## src/rtl/mmio_pkg.sv

```systemverilog
// rtl/mmio_pkg.sv - shared constants for the memory-mapped output port
package mmio_pkg;

  localparam int BUS_W = 8;

  localparam logic [BUS_W-1:0] DEF_PORT_ADDR = 8'hFF;
  localparam logic [BUS_W-1:0] DEF_CTRL_ADDR = 8'hFE;

  localparam int CTRL_FLUSH_BIT   = 0;
  localparam int CTRL_CLR_OVF_BIT = 1;

endpackage

```

## src/rtl/mmio_fifo_mem.sv

```systemverilog
// rtl/mmio_fifo_mem.sv - DEPTH x 8 register array, synchronous write, asynchronous read
module mmio_fifo_mem
  import mmio_pkg::*;
#(
  parameter int DEPTH = 8,
  parameter int AW    = $clog2(DEPTH)
) (
  input  logic             clock,
  input  logic             we,
  input  logic [AW-1:0]    waddr,
  input  logic [BUS_W-1:0] wdata,
  input  logic [AW-1:0]    raddr,
  output logic [BUS_W-1:0] rdata
);

  logic [BUS_W-1:0] mem [DEPTH];

  // Storage is deliberately not reset; contents are only meaningful behind the pointers.
  always_ff @(posedge clock) begin
    if (we) begin
      mem[waddr] <= wdata;
    end
  end

  assign rdata = mem[raddr];

endmodule

```

## src/rtl/mmio_out_port.sv

```systemverilog
// rtl/mmio_out_port.sv - snoops CPU stores into a FIFO stream; MMIO_OUT_DROP_CNT_EN adds drop_count
module mmio_out_port
  import mmio_pkg::*;
#(
  parameter int               DEPTH     = 8,
  parameter logic [BUS_W-1:0] PORT_ADDR = DEF_PORT_ADDR,
  parameter logic [BUS_W-1:0] CTRL_ADDR = DEF_CTRL_ADDR
) (
  input  logic                    clock,
  input  logic                    reset,
  input  logic                    we,
  input  logic [BUS_W-1:0]        address,
  input  logic [BUS_W-1:0]        data,
  output logic [BUS_W-1:0]        out_data,
  output logic                    out_valid,
  input  logic                    out_ready,
  output logic [$clog2(DEPTH):0]  count,
  output logic                    full,
  output logic                    overflow
`ifdef MMIO_OUT_DROP_CNT_EN
  ,
  output logic [7:0]              drop_count
`endif
);

  localparam int AW = $clog2(DEPTH);
  localparam int CW = AW + 1;

  logic [AW-1:0] wr_ptr_q, wr_ptr_d;
  logic [AW-1:0] rd_ptr_q, rd_ptr_d;
  logic [CW-1:0] count_q, count_d;
  logic          overflow_q, overflow_d;

  logic push_req, ctrl_req, pop, flush, clr_ovf, do_push, drop;

  // Decode bus strobes and resolve push/pop/drop for this edge.
  always_comb begin
    push_req = we && (address == PORT_ADDR);
    ctrl_req = we && (address == CTRL_ADDR);
    flush    = ctrl_req && data[CTRL_FLUSH_BIT];
    clr_ovf  = ctrl_req && data[CTRL_CLR_OVF_BIT];
    pop      = out_valid && out_ready;
    // A full FIFO still accepts a store when the head leaves on the same edge.
    do_push  = push_req && (!full || pop) && !flush;
    drop     = push_req && full && !pop;
  end

  // Next-state for pointers, occupancy and the sticky overflow flag.
  always_comb begin
    wr_ptr_d   = wr_ptr_q;
    rd_ptr_d   = rd_ptr_q;
    count_d    = count_q;
    overflow_d = overflow_q;
    if (flush) begin
      wr_ptr_d = '0;
      rd_ptr_d = '0;
      count_d  = '0;
    end else begin
      if (do_push) begin
        wr_ptr_d = wr_ptr_q + AW'(1);
      end
      if (pop) begin
        rd_ptr_d = rd_ptr_q + AW'(1);
      end
      count_d = count_q + CW'(do_push) - CW'(pop);
    end
    if (clr_ovf) begin
      overflow_d = 1'b0;
    end else if (drop) begin
      overflow_d = 1'b1;
    end
  end

  // Control state registers; reset empties the FIFO immediately.
  always_ff @(posedge clock or posedge reset) begin
    if (reset) begin
      wr_ptr_q   <= '0;
      rd_ptr_q   <= '0;
      count_q    <= '0;
      overflow_q <= 1'b0;
    end else begin
      wr_ptr_q   <= wr_ptr_d;
      rd_ptr_q   <= rd_ptr_d;
      count_q    <= count_d;
      overflow_q <= overflow_d;
    end
  end

  mmio_fifo_mem #(
    .DEPTH (DEPTH),
    .AW    (AW)
  ) u_mem (
    .clock (clock),
    .we    (do_push),
    .waddr (wr_ptr_q),
    .wdata (data),
    .raddr (rd_ptr_q),
    .rdata (out_data)
  );

  assign count     = count_q;
  assign full      = (count_q == CW'(DEPTH));
  assign out_valid = (count_q != '0);
  assign overflow  = overflow_q;

`ifdef MMIO_OUT_DROP_CNT_EN
  logic [7:0] drop_count_q, drop_count_d;

  // Saturating count of dropped stores, cleared with the overflow flag.
  always_comb begin
    drop_count_d = drop_count_q;
    if (clr_ovf) begin
      drop_count_d = 8'd0;
    end else if (drop && (drop_count_q != 8'hFF)) begin
      drop_count_d = drop_count_q + 8'd1;
    end
  end

  // Drop counter register.
  always_ff @(posedge clock or posedge reset) begin
    if (reset) begin
      drop_count_q <= 8'd0;
    end else begin
      drop_count_q <= drop_count_d;
    end
  end

  assign drop_count = drop_count_q;
`endif

endmodule

```

## config.mk

```make
export PLATFORM = sky130hd
export DESIGN_NAME = mmio_out_port
export DESIGN_NICKNAME = d
export VERILOG_FILES = /design/src/rtl/mmio_pkg.sv /design/src/rtl/mmio_fifo_mem.sv /design/src/rtl/mmio_out_port.sv
export SDC_FILE = /design/constraint.sdc
export NUM_CORES = 1
export LEC_CHECK = 0
export ABC_AREA = 1
export CAP_MARGIN = 20
export CORE_MARGIN = 4
export CORE_UTILIZATION = 40
export CTS_CLUSTER_DIAMETER = 120
export CTS_CLUSTER_SIZE = 40
export DETAILED_ROUTE_END_ITERATION = 16
export GPL_ROUTABILITY_DRIVEN = 0
export PLACE_DENSITY_LB_ADDON = 0.1
export SLEW_MARGIN = 30
export SYNTH_ARGS = -nofsm -noshare
export SYNTH_HDL_FRONTEND = slang
export SYNTH_SLANG_ARGS = --single-unit
```

## constraint.sdc

```tcl
create_clock -name clock -period 2.8 [get_ports clock]
set_input_delay 0.42 -clock clock [delete_from_list [all_inputs] [get_ports clock]]
set_output_delay 0.42 -clock clock [all_outputs]
set_load 0.02 [all_outputs]
```

# After elaboration in Yosys (flattened, before gate mapping)
# Memories as Yosys holds them, arrays and structs flattened.
# Cells that the tools add are included.
# totals
elab_cells	38
out_inout_bits	15
inputBits	20
mem_bits_rw	64
ff_bits	11
n_memories	1
# mem_list
name	depth	word_bits	rd	rd_clocked_by_memory_dff	write_ports	line	rtl
u_mem.mem	8	8	1	0	1	mmio_fifo_mem.sv:16	logic [BUS_W-1:0] mem [DEPTH];
# classes
muxes	9
reduce_logical	17
addsub	4
eq_ne	3
# ops
cell	count
$eq A8 B8 Y1 const B	2
$mux W3	4
$logic_and A1 B1 Y1	9
$add A3 B1 Y3 const B	2
$reduce_bool A2 Y1	3
$add A4 B1 Y4	1
$eq A4 B4 Y1 const B	1
$mux W1	4
$mux W4	1
$reduce_bool A4 Y1	1
$sub A4 B1 Y4	1
$logic_not A1 Y1	3
$logic_or A1 B1 Y1	1

# Depth between registers and ports, before layout
# logic_depth
word_depth	8
ltp_mapped	13
ltp_nobuf	13

# Cells and area by module
# A second synthesis with hierarchy kept.
# unflattened
cells_unflattened	398
hier_area_um2	3694.8
# modules_own_cells
mod	instances	area_per_inst_um2	seq_area_each_um2	cells_per_inst
mmio_fifo_mem	1	2890.3	1921.8	295
mmio_out_port	1	804.5	275.3	103

# Worst setup path after synthesis
# Ideal clock, no wire load.
# synth_timing
path_type	register -> register
from	reg count_q[2], in the netlist count[2]
to	reg count_q[2], in the netlist count[2]
required_time_ns	2.680
setup_slack_ns	0.382
stages_incl_launch_ff	13
setup_time_ns	0.120
t_arrival_ns	2.298
n_path_buf	0
synth_period_minus_slack_ns	2.418
path_cell_list	dfrtp_1 -> inv_1 -> ha_1 -> nand2_1 -> nand2_2 -> nand2_2 -> nand2_1 -> ha_1 -> inv_1 -> ha_1 -> fa_1 -> xnor2_1 -> nor2_1
# synth_between
elab_chain_cells	8
word_cells_on_any_way	10
classes_between	add/sub (2); eq/ne (1); mux (1); reduce/logical (6)
# synth_rtl
element	line	rtl
from (decl)	mmio_out_port.sv:31	logic [CW-1:0] count_q, count_d;
from (signal assigned)	mmio_out_port.sv:84	count_q <= count_d;
$reduce_bool A4 Y1 (*)	mmio_out_port.sv:103	assign out_valid = (count_q != '0);
net out_valid	mmio_out_port.sv:15	output logic out_valid,
$logic_and A1 B1 Y1 (*)	mmio_out_port.sv:42	pop = out_valid && out_ready;
$logic_or A1 B1 Y1	mmio_out_port.sv:44	do_push = push_req && (!full || pop) && !flush;
$logic_and A1 B1 Y1 (2 in series)	mmio_out_port.sv:44	
$add A4 B1 Y4	mmio_out_port.sv:65	count_d = count_q + CW'(do_push) - CW'(pop);
$sub A4 B1 Y4 (*)	mmio_out_port.sv:65	
$mux W4 (*)	mmio_out_port.sv:54	if (flush) begin
net count_d[2]	mmio_out_port.sv:31	
# Mark *: on every way through the listed nets, which the timed path passes. The rest lies on a longest branch.
# A chain may end at the register's enable or synchronous reset.

# Worst setup path in the final report
# layout_timing
from	reg rd_ptr_q[0]
to	out out_data[1]
# layout_between
elab_chain_cells	1
# layout_rtl
element	line	rtl
from (decl)	mmio_out_port.sv:30	logic [AW-1:0] rd_ptr_q, rd_ptr_d;
from (signal assigned)	mmio_out_port.sv:83	rd_ptr_q <= rd_ptr_d;
$mem_v2 Z8 W8	--	
to (decl)	mmio_out_port.sv:14	output logic [BUS_W-1:0] out_data,
# Every way passes these cells.

==> run metrics <==
status completed; Die ar. 0.00961 mm^2; Clock Latency Late Sink 0.36 ns; Die X 98.0 um; CTS tree yes; final period utilization 93.8%; Leakage 1.54 nW; most common cell after layout, fill and taps aside edfxtp_1; Num CTS Buffers 9; Final min period 2.63 ns; simple-gate share of the synthesized area approximately 15%; post-synthesis adder-cell area fraction 3.71%; cell mode on critical path nand2_1; Power per Cell Area around 920 mW/mm^2; crit path kind flop to output pin; drt total wl around 7200 um; Worst Hold Class primary input to asynchronous set/reset pin; syn_area_per_cell roughly 11 um^2; ANT cells 0; row cnt 32; routed vias between 2000 and 2500; Setup crit end kind output pin; Mapped Nets 317; Sink Count 75; WP data required roughly 2.4 ns; Yosys warning total 0; Buf+Inv Stages, Crit Path 3; #FFs+latches synth 75; number of global-route vias before repair ~2200; Die Y about 98 um; design area 0.00401 mm^2; Critical Path AT between 2 and 2.5 ns; Cell Chain, Critical Path inv_2 > buf_4 > nor2_1 > o22ai_1 > nand2_1 > nand2_1 > clkdlybuf4s50_1; relative slew slack between 70% and 80%; global-route wire length before repair approximately 11000 um; DR WL/cell ~16 um; Overall Global Routing Usage 15.7%; CP Launch Type flop; worst vdd ir between 500 and 600 uV; fraction of registers with async set/reset between 10% and 20%; largest net degree at the start of global routing 25; Fmax ~380 MHz; Core ar. 0.00781 mm^2; Initial Utilization roughly two fifths; final hold violations 0; flop2flop setup slack ~0.5 ns; Mapped Cells about 290; Worst-Margin Slew roughly 0.45 ns; Layout Nets 374; drt drc 0; most frequent cells in the layout edfxtp_1, nor2_1, nand2_1; mux contribution to synthesized area 0%; Clock Skew approximately 0.0073 ns; Placed Area between 0.003 and 0.004 mm^2; layout cell share with drive strength beyond 1 12.6%; count of cell types in the netlist 25; Max Cap Viol 0; root buf cell clkbuf_8; Worst path slowest cell clkdlybuf4s50_1; htree depth 3; Worst-path clk slew approximately 0.08 ns; EDFF count, synth 64; dpl hpwl between 4000 and 5000 um; sequential-to-total area share from yosys stat 67.8%; RSZ-0062 raised after global routing no; CTS Buffer Depth 2; Cell Area, Synth between 0.003 and 0.004 mm^2; Setup Buffers After CTS 0; Setup-failing EPs final 0; Synth Flop Type edfxtp_1; CP Max Fanout 13; setup total negative slack 0 ns; Crit path largest cell delay ~0.61 ns; antenna violations before repair 0; Final Slew Violations 0; Via density between 4 and 5; GR Overflow Total 0; Ports 35; DRT Pass-1 Iters 4; Layout Area Growth over Synthesis 23.5%; main combinational cell family by area after synthesis simple AND/OR/NAND/NOR gates; post-synthesis compound-gate area fraction 8.88%; # port buffers 34; CP top delay family buffers and inverters; violation count after the first detailed-route iteration 106; Synth Area in XOR/XNOR less than 1%; Post-CTS Hold Fix Bufs 0; Post-CTS Resized 0; antenna-violating nets left 0
==> state kept, by name, indices dropped and copies added (netlist names) <==
register / count
u_mem.mem: 64
count: 4
rd_ptr_q: 3
wr_ptr_q: 3
overflow: 1
==> path summary, 6_finish.rpt <==
kind / start / cells after the start / endpoint
worst max register to register: count[2]$_DFF_PP0_ / 12 / count[2]$_DFF_PP0_
worst min register to register: overflow$_DFFE_PP0P_ / 2 / overflow$_DFFE_PP0P_
max in group asynchronous: reset / 2 / rd_ptr_q[0]$_DFFE_PP0P_
worst min-delay path: reset / 2 / count[3]$_DFF_PP0_
min in group clock: overflow$_DFFE_PP0P_ / 2 / overflow$_DFFE_PP0P_
worst max-delay path: rd_ptr_q[0]$_DFFE_PP0P_ / 7 / out_data[1]
==> report_power, final <==
part	internal, mW	total (mW)	leakage [nW]	switching [mW]
Combinational	0.656	1.55	0.744	0.891
Sequential	1.27	1.33	0.707	0.0619
Clock	0.338	0.787	0.0936	0.449
Total	2.26	3.67	1.54	1.40
==> layer usage <==
layer / up-vias / global-route usage, % / wire, um
met5: - / 0 / 0
met4: 0 / 7.03 / 125
met3: 12 / 2.86 / 229
met2: 41 / 24.6 / 3370
met1: 1065 / 21.4 / 3450
li1: 1114 / - / -
==> worst register-to-register path: cells and delay by family (launching register included) <==
kind / cells / cell delay [ns]
adder cells (fa/ha/maj): 4 / 1.07
AND/OR/NAND/NOR: 5 / 0.53
flip-flops: 1 / 0.35
XOR/XNOR: 1 / 0.14
buffers and inverters: 2 / 0.12
==> cell families (layout without fill, tap and decap cells) <==
group	after synthesis	after routing
flip-flops	75	75
adder cells (fa/ha/maj)	9	9
AO/OA/AOI/OAI	53	53
AND/OR/NAND/NOR	118	118
XOR/XNOR	3	3
buffers and inverters	30	92
==> per-stage QoR <==
step,setup slack [ns],utilization (%),hold WS (ns),power [mW],std cells
4_1_cts,0.170,51.3,0.374,3.70,452
3_5_place_dp,0.173,48.9,0.525,2.92,436
5_1_grt,0.0407,51.3,0.415,3.93,452
6_report,0.174,51.3,0.362,3.67,452
3_3_place_gp,0.190,48.9,0.517,2.90,436
2_1_floorplan,0.382,-,0.272,2.30,288
==> cell usage after synthesis (all sizes together), types with 2 or more instances <==
master | number | area, um^2
a21oi | 2 | 10.0
buf | 9 | 47.6
dfrtp | 11 | 275
edfxtp | 64 | 1920
ha | 8 | 100
inv | 20 | 75.1
nand2 | 49 | 189
nand3 | 9 | 45.0
nand4 | 2 | 12.5
nor2 | 55 | 216
nor3 | 2 | 10.0
o21ai | 34 | 170
o22ai | 16 | 100
xor2 | 2 | 17.5
==> area by class of cell <==
cell class	instances	area [um^2]
Fill cell	715	3800
Sequential cell	75	2200
Multi-Input combinational cell	183	918
Timing Repair Buffer	55	498
Tap cell	102	128
Clock buffer	9	124
Inverter	21	78.8
Clock inverter	7	61.3
No activity file was read; power rests on OpenSTA's default activity.
